==> config.mk <==
export PLATFORM = sky130hd
export DESIGN_NAME = alu_issue_scheduler
export DESIGN_NICKNAME = d
export VERILOG_FILES = /design/src/rtl/alu_issue_scheduler.sv
export SDC_FILE = /design/constraint.sdc
export NUM_CORES = 1
export LEC_CHECK = 0
export ABC_CLOCK_PERIOD_IN_PS = 12490
export BUFFER_PORTS_ARGS = -buffer_cell sky130_fd_sc_hd__clkbuf_2
export CAP_MARGIN = 20
export CORE_MARGIN = 2
export CORE_UTILIZATION = 28
export CTS_CLUSTER_DIAMETER = 30
export DETAILED_ROUTE_END_ITERATION = 10
export PLACE_DENSITY_LB_ADDON = 0.25
export REMOVE_ABC_BUFFERS = 1
export SLEW_MARGIN = 30
export SYNTH_ARGS = -nofsm -noshare
export SYNTH_HDL_FRONTEND = slang
export SYNTH_SLANG_ARGS = --single-unit
==> constraint.sdc <==
create_clock -name clk -period 12.49 [get_ports clk]
set_input_delay 1.8735 -clock clk [delete_from_list [all_inputs] [get_ports clk]]
set_output_delay 1.8735 -clock clk [all_outputs]
set_load 0.05 [all_outputs]
==> src/rtl/alu_issue_scheduler.sv <==
// Dual-issue in-order scheduler: 2-slot instruction buffer plus per-register scoreboard
// feeding ALU pipe0/pipe1 with RAW/WAW-safe issue and branch-flush squashing.
module alu_issue_scheduler #(
    parameter int unsigned WB_LAT = 2,
    parameter int unsigned CNT_W  = 3
) (
    input  logic        clk,
    input  logic        rst,
    input  logic [1:0]  in_valid,
    output logic        in_ready,
    input  logic [31:0] in_instr0,
    input  logic [31:0] in_instr1,
    input  logic [31:0] in_pc0,
    input  logic [31:0] in_pc1,
    input  logic [4:0]  in_dst0,
    input  logic [4:0]  in_dst1,
    input  logic        in_wr0,
    input  logic        in_wr1,
    input  logic        in_usert0,
    input  logic        in_usert1,
    input  logic        flush,
    output logic        iss0_valid,
    output logic [31:0] iss0_instr,
    output logic [31:0] iss0_pc,
    output logic        iss1_valid,
    output logic [31:0] iss1_instr,
    output logic [31:0] iss1_pc,
    output logic [31:0] issue_cnt
);

    localparam int unsigned NREG = 32;
    localparam int unsigned RW   = 5;

    typedef enum logic [1:0] {
        ST_EMPTY,
        ST_PAIR,
        ST_S0,
        ST_S1
    } state_t;

    state_t         r_state;
    logic [31:0]    r_instr0, r_instr1;
    logic [31:0]    r_pc0, r_pc1;
    logic [RW-1:0]  r_dst0, r_dst1;
    logic           r_wr0, r_wr1;
    logic           r_usert0, r_usert1;
    logic [CNT_W-1:0] r_sb [NREG];
    logic [31:0]    r_issue_cnt;

    logic [NREG-1:0] w_busy;
    logic [RW-1:0]  w_rs0, w_rt0, w_rs1, w_rt1;
    logic           w_ok0, w_ok1, w_dep;
    logic           w_iss0, w_iss1, w_p0_sel1, w_drain;
    logic           w_p0_wr, w_p1_wr;
    logic [RW-1:0]  w_p0_dst;
    logic           w_accept;

    // Register r is busy while its writeback is still in flight; r0 is never busy
    always_comb begin
        w_busy = '0;
        for (int unsigned i = 0; i < NREG; i++) begin
            w_busy[i] = (r_sb[i] != '0) && (i != 0);
        end
    end

    assign w_rs0 = r_instr0[25:21];
    assign w_rt0 = r_instr0[20:16];
    assign w_rs1 = r_instr1[25:21];
    assign w_rt1 = r_instr1[20:16];

    assign w_ok0 = !w_busy[w_rs0] && !(r_usert0 && w_busy[w_rt0]) && !(r_wr0 && w_busy[r_dst0]);
    assign w_ok1 = !w_busy[w_rs1] && !(r_usert1 && w_busy[w_rt1]) && !(r_wr1 && w_busy[r_dst1]);

    // Younger slot depends on the older one within the pair (RAW or WAW)
    assign w_dep = r_wr0 && (r_dst0 != '0) &&
                   ((r_dst0 == w_rs1) || (r_usert1 && (r_dst0 == w_rt1)) ||
                    (r_wr1 && (r_dst0 == r_dst1)));

    // Issue decision; the oldest pending instruction always goes to pipe0
    always_comb begin
        w_iss0    = 1'b0;
        w_iss1    = 1'b0;
        w_p0_sel1 = 1'b0;
        w_drain   = 1'b0;
        case (r_state)
            ST_EMPTY: w_drain = 1'b1;
            ST_PAIR: begin
                w_iss0  = w_ok0;
                w_iss1  = w_ok0 && w_ok1 && !w_dep;
                w_drain = w_ok0 && w_ok1 && !w_dep;
            end
            ST_S0: begin
                w_iss0  = w_ok0;
                w_drain = w_ok0;
            end
            ST_S1: begin
                w_iss0    = w_ok1;
                w_p0_sel1 = 1'b1;
                w_drain   = w_ok1;
            end
            default: w_drain = 1'b0;
        endcase
        if (flush) begin
            w_iss0  = 1'b0;
            w_iss1  = 1'b0;
            w_drain = 1'b0;
        end
    end

    assign iss0_valid = w_iss0;
    assign iss0_instr = w_p0_sel1 ? r_instr1 : r_instr0;
    assign iss0_pc    = w_p0_sel1 ? r_pc1 : r_pc0;
    assign iss1_valid = w_iss1;
    assign iss1_instr = r_instr1;
    assign iss1_pc    = r_pc1;
    assign issue_cnt  = r_issue_cnt;

    assign in_ready = !flush && w_drain;
    assign w_accept = in_ready && (in_valid != 2'b00);

    assign w_p0_wr  = w_iss0 && (w_p0_sel1 ? r_wr1 : r_wr0);
    assign w_p0_dst = w_p0_sel1 ? r_dst1 : r_dst0;
    assign w_p1_wr  = w_iss1 && r_wr1;

    // Buffer FSM: reload and drain share an edge so back-to-back pairs see no bubble
    always_ff @(posedge clk or posedge rst) begin
        if (rst) begin
            r_state  <= ST_EMPTY;
            r_instr0 <= '0;
            r_instr1 <= '0;
            r_pc0    <= '0;
            r_pc1    <= '0;
            r_dst0   <= '0;
            r_dst1   <= '0;
            r_wr0    <= 1'b0;
            r_wr1    <= 1'b0;
            r_usert0 <= 1'b0;
            r_usert1 <= 1'b0;
        end else if (flush) begin
            r_state <= ST_EMPTY;
        end else if (w_accept) begin
            r_instr0 <= in_instr0;
            r_instr1 <= in_instr1;
            r_pc0    <= in_pc0;
            r_pc1    <= in_pc1;
            r_dst0   <= in_dst0;
            r_dst1   <= in_dst1;
            r_wr0    <= in_wr0;
            r_wr1    <= in_wr1;
            r_usert0 <= in_usert0;
            r_usert1 <= in_usert1;
            case (in_valid)
                2'b01:   r_state <= ST_S0;
                2'b10:   r_state <= ST_S1;
                default: r_state <= ST_PAIR;
            endcase
        end else if (w_drain) begin
            r_state <= ST_EMPTY;
        end else if ((r_state == ST_PAIR) && w_iss0) begin
            r_state <= ST_S1;
        end
    end

    // Scoreboard: a new issue reloads the counter, otherwise it counts down to zero
    always_ff @(posedge clk or posedge rst) begin
        if (rst) begin
            for (int unsigned i = 0; i < NREG; i++) begin
                r_sb[i] <= '0;
            end
        end else begin
            for (int unsigned i = 0; i < NREG; i++) begin
                if ((i != 0) && ((w_p0_wr && (w_p0_dst == RW'(i))) ||
                                 (w_p1_wr && (r_dst1 == RW'(i))))) begin
                    r_sb[i] <= CNT_W'(WB_LAT);
                end else if (r_sb[i] != '0) begin
                    r_sb[i] <= r_sb[i] - CNT_W'(1);
                end
            end
        end
    end

    always_ff @(posedge clk or posedge rst) begin
        if (rst) begin
            r_issue_cnt <= '0;
        end else begin
            r_issue_cnt <= r_issue_cnt + 32'(w_iss0) + 32'(w_iss1);
        end
    end

endmodule

# Word-level counts from Yosys, hierarchy flattened

Index checks and enable logic that the tools add are counted.

Register bits: 269
Bits of input ports: 147
Output and inout port bits: 163

Add/sub/neg operators: 33
Order comparisons: 6
Equal/unequal tests: 70
Muxes and demuxes: 90
Bitwise gates (word level): 1
Reduce and logical (&&, ||, !) cells: 190

Operators by type and width:

| cell                                                | count |
|---|---|
| 2-to-1 mux 3 bit                                    | 62 |
| equality test 5 bit, second input constant          | 32 |
| nonzero test 3 bit                                  | 31 |
| subtractor 3 x 1 -> 3 bit, second input constant    | 31 |
| logical AND 1 bit                                   | 81 |
| equality test 5 x 4 -> 1 bit, second input constant | 16 |
| adder 32 x 1 -> 32 bit                              | 2 |
| 2-to-1 mux 32 bit                                   | 2 |
| nonzero test 2 bit                                  | 32 |
| equality test 5 x 3 -> 1 bit, second input constant | 8 |
| < comparator 5 x 6 -> 1 bit, second input constant  | 6 |
| logical OR 1 bit                                    | 33 |
| binary-select mux 1 bit (select 5 bit)              | 6 |
| equality test 5 x 2 -> 1 bit, second input constant | 4 |
| equality test 5 bit                                 | 3 |
| 2-to-1 mux 1 bit                                    | 12 |
| equality test 5 x 1 -> 1 bit, second input constant | 2 |
| zero test 1 bit                                     | 8 |
| 2-to-1 mux 2 bit                                    | 4 |
| equality test 2 bit, second input constant          | 3 |
| 2-to-1 mux 5 bit                                    | 1 |
| nonzero test 5 bit                                  | 1 |
| equality test 2 x 1 -> 1 bit, second input constant | 2 |
| one-hot mux 1 bit (4 select lines)                  | 1 |
| 7 further kinds                                     | 7 |

# Depth between registers and ports, before layout

Depth after elaboration: 15
Depth in mapped cells: 20

# Worst setup path after synthesis

Ideal clock, no wire load.

Path type: register to output
From: reg r_sb[45] (netlist bit)
To: out in_ready
Data arrival time: 2.953 ns
Required time: 10.616 ns
Setup slack: 7.664 ns
Cell stages (with the launch flop): 11
Buffers on the path: 0
Path through: dfrtp_1 > inv_1 > ha_1 > nand2b_1 > mux4_2 > a2111oi_2 > a311o_1 > nand2_1 > nor3_2 > o21ai_1 > a21oi_1

Longest elaborated chain between the ends: 12

Ends and longest elaborated chain:

| what                                                             | RTL line | source |
|---|---|---|
| start: declaration                                               | 47       | `logic [CNT_W-1:0] r_sb [NREG];` |
| start signal: indexed assignment                                 | 174      | `r_sb[i] <= CNT_W'(WB_LAT);` |
| start signal: indexed assignment                                 | 176      | `r_sb[i] <= r_sb[i] - CNT_W'(1);` |
| nonzero test 3 bit (*)                                           | 62       | `w_busy[i] = (r_sb[i] != '0) && (i != 0);` |
| binary-select mux 1 bit (select 5 bit), on equally long branches | 71, 72   |  |
| 2-to-1 mux 1 bit, on equally long branches                       | 71, 72   |  |
| logical AND 1 bit, on equally long branches                      | 71, 72   |  |
| zero test 1 bit, on equally long branches                        | 71, 72   |  |
| logical AND 1 bit, on equally long branches (2 in series)        | 71, 72   |  |
| logical AND 1 bit (2 in series)                                  | 90       | `w_drain = w_ok0 && w_ok1 && !w_dep;` |
| one-hot mux 1 bit (4 select lines) (*)                           | 85       | `case (r_state)` |
| 2-to-1 mux 1 bit (*)                                             | 103      | `if (flush) begin` |
| logical AND 1 bit (*)                                            | 118      | `assign in_ready = !flush && w_drain;` |
| end: declaration                                                 | 10       | `output logic in_ready,` |

Mark *: on every way between the ends. The rest lies on a longest branch, timed or not. The select of a mux whose other input is x is not followed.

# Final worst setup path

From: reg r_instr1[23], in the netlist iss1_instr[23]
To: out iss1_valid

Longest elaborated chain between the ends: 9

Ends and longest elaborated chain:

| what                                   | RTL line | source |
|---|---|---|
| start: declaration                     | 42       | `logic [31:0] r_instr0, r_instr1;` |
| start signal: assignment               | 143      | `r_instr1 <= in_instr1;` |
| binary-select mux 1 bit (select 5 bit) | 72       | `assign w_ok1 = !w_busy[w_rs1] && !(r_usert1 && w_busy[w_rt1]) && !(r_wr1 && w_busy[r_dst1]);` |
| 2-to-1 mux 1 bit (implied by the code) | 72       |  |
| zero test 1 bit                        | 72       |  |
| logical AND 1 bit (2 in series)        | 72       |  |
| logical AND 1 bit                      | 89       | `w_iss1 = w_ok0 && w_ok1 && !w_dep;` |
| logical AND 1 bit (*)                  | 89       |  |
| 2-to-1 mux 1 bit (*)                   | 85       |  |
| 2-to-1 mux 1 bit (*)                   | 103      |  |
| end: declaration                       | 25       | `output logic iss1_valid,` |

Marks and branches as above.

==> metrics.txt <==
outcome=completed; Die Ht=239.8 microns; Pleak=9.150 nW; Yosys top cell area share=0.4322; number of synthesized flops with an enable pin=0; GPL Wtd Cong=0.9090; setup TNS=0 ps; share of flip-flops with an asynchronous set or reset=1.000; worst slew pin tran=936.9 ps; crit start category=flop; DRT iter0 DRCs=759; Max Cap Viol=0; share of cells above drive strength 1=0.3530; core area=55,090 sq um; drt first pass iters=5; DR DRC count=0; Hold Worst Slack=475.5 ps; Max Root-Sink Buffers=3; Root Buffer Master=clkbuf_16; arrival time at the worst endpoint=4110 ps; number of H-tree levels=3; top cells by area, synth=dfrtp_1 43%, mux2_2 11%, ha_1 5.6%; post-synthesis sequential area ratio=0.4322; clock sink total=269; final setup fails=0; total track usage=0.1755; Yosys reg bits=269; most common cell after layout, fill and taps aside=clkbuf_2; DR WL/cell=19.94 microns; worst-skew pair later-pin latency=590 ps; via count=12,310; Final min period=5987 ps; Max Clock Skew=29.52 ps; port buffer count=309; Worst path top cell family by delay=buffers and inverters; Resize count post-CTS=0; worst hold-check path type=flop to flop; Critical Path Max Stage Delay=890 ps; Yosys warning count=0; hold bufs inserted after CTS=0; final-report hold violation count=0; nets@finish=1,943; final WL=50.40 mm; Netlist cell types=66; initial antenna violation count=1; first-pass GRT wire length=76.41 mm; Overall Power=6.434 mW; GR Overflow Total=0; VDD IR-drop max=0.2967 mV; CP Class=flop to output port; Worst-path clk slew=50 ps; IO Count=310; CP Cell Sequence=inv_1 -> mux4_2 -> or2_1 -> a32oi_1 -> o211ai_1 -> nor2_1 -> nand3_1 -> inv_2 -> clkbuf_2; initial cell density of the core=0.2827; Peak Freq=167.0 MHz; largest fanout on the critical path=13; leading cell types in the layout, fill and taps excluded=309 x clkbuf_2, 269 x dfrtp_1, 150 x mux2_2, 117 x nor2_1, 87 x inv_1; Area growth syn-to-layout=30.27%; Cell Area, Synth=15,570 sq um; max_slew headroom=0.3754; post-CTS setup buffers=0; number of global-route vias before repair=12,800; RSZ-0062 raised after global routing=no; Slowest-stage cell, CP=dfrtp_1; number of CTS-inserted buffers=69; P per Cell Area=317.1 nW/um^2; Avg Cell Area, Syn=11.15 sq um; largest net degree at the start of global routing=150; Core Util, Final=0.3683; Syn Inst Count=1,397; Buf/Inv on CP=3; vias per inst=4.871; die area=57,520 sq um; post-DP HPWL=36.26 mm; final slew viol count=0; Final Cycle Share=0.4793; CP Capture Type=output port; antenna viol nets, final=0; Cell Rows=86; Required @ worst endpoint=10,620 ps; Die Span X=239.8 microns; area leader, netlist=dfrtp_1; top_reg_cell synth=dfrtp_1; CTS tree=yes
[state kept, by name, indices dropped and copies added, names as in the netlist, 2 cells and up]
register	flops
issue_cnt	32
r_instr0	32
r_state	2
r_dst0	5
r_dst1	5
iss1_instr	32
iss1_pc	32
r_sb	93
r_pc0	32
[metrics by stage]
stage / cells / worst slack [ps] / cell area, sq um
finish: 2528 / 6503 / 20290
global route: 2527 / 6280 / 20290
CTS: 2525 / 6463 / 20240
detailed placement: 2400 / 6932 / 17830
global placement: 2399 / 7063 / 17810
floorplan: 1332 / 3206 / 15220
[kinds of logic (layout without fill, tap and decap cells)]
kind of cell               Yosys count  after routing  share of synthesized area
DFF                                269            269                     0.4322
buffers and inverters              158            540                    0.04507
adders and majority gates           71             71                    0.05752
xor gates and xnor gates            76             76                    0.04274
other                                0              1                          0
AOI/OAI and AO/OA                  180            180                    0.08412
and+or+nand+nor                    374            374                     0.1238
muxes                              269            269                     0.2145
[cell type report]
| type | instances | area (sq um) |
|---|---|---|
| inverter | 93 | 356.6 |
| sequential | 269 | 6731 |
| antenna | 1 | 2.502 |
| clock buffer | 93 | 1938 |
| fill | 5576 | 34800 |
| tap | 748 | 935.9 |
| multi-input combinational | 970 | 8157 |
| timing repair buffer | 322 | 1697 |
| clock inverter | 32 | 470.5 |
[path summary, 6_finish.rpt]
kind                                            start                 endpoint  slack (ps)  depth (start not counted)
max                        iss1_instr[23]$_DFFE_PP0P_               iss1_valid        6500                          9
min                              r_pc0[0]$_DFFE_PP0P_     r_pc0[0]$_DFFE_PP0P_         480                          1
max reg2reg                iss1_instr[23]$_DFFE_PP0P_  issue_cnt[30]$_DFF_PP0_        6940                         17
min reg2reg                      r_pc0[0]$_DFFE_PP0P_     r_pc0[0]$_DFFE_PP0P_         480                          1
max in group asynchronous                         rst     r_sb[81]$_DFFE_PP0P_        9580                          4
min in group asynchronous                         rst     r_pc0[0]$_DFFE_PP0P_        1470                          2
[synthesized netlist by cell type, drive strengths merged (26+ instances only)]
cell / count
a211o: 27
clkbuf: 39
xnor2: 55
ha: 70
a21oi: 34
inv: 91
mux4: 31
nand2b: 30
nand2: 50
mux2: 208
nor3: 31
mux2i: 30
nor2: 117
buf: 26
dfrtp: 269
a211oi: 29
nor2b: 33
[power breakdown]
group	internal, mW	leakage [nW]	switching [mW]
logic	1.08	4.76	1.84
clock network	1.26	1.16	0.557
registers	1.26	3.23	0.433
total	3.60	9.15	2.83
[per-layer routing]
| layer | global-route usage | wire, microns | vias up |
|---|---|---|---|
| li1 | - | - | 5648 |
| met1 | 0.2178 | 20960 | 6040 |
| met3 | 0.05785 | 4549 | 88 |
| met4 | 0.07472 | 1354 | 0 |
| met5 | 0 | 0 | - |
| met2 | 0.2791 | 23540 | 537 |
(Power assumes the default switching activity.)
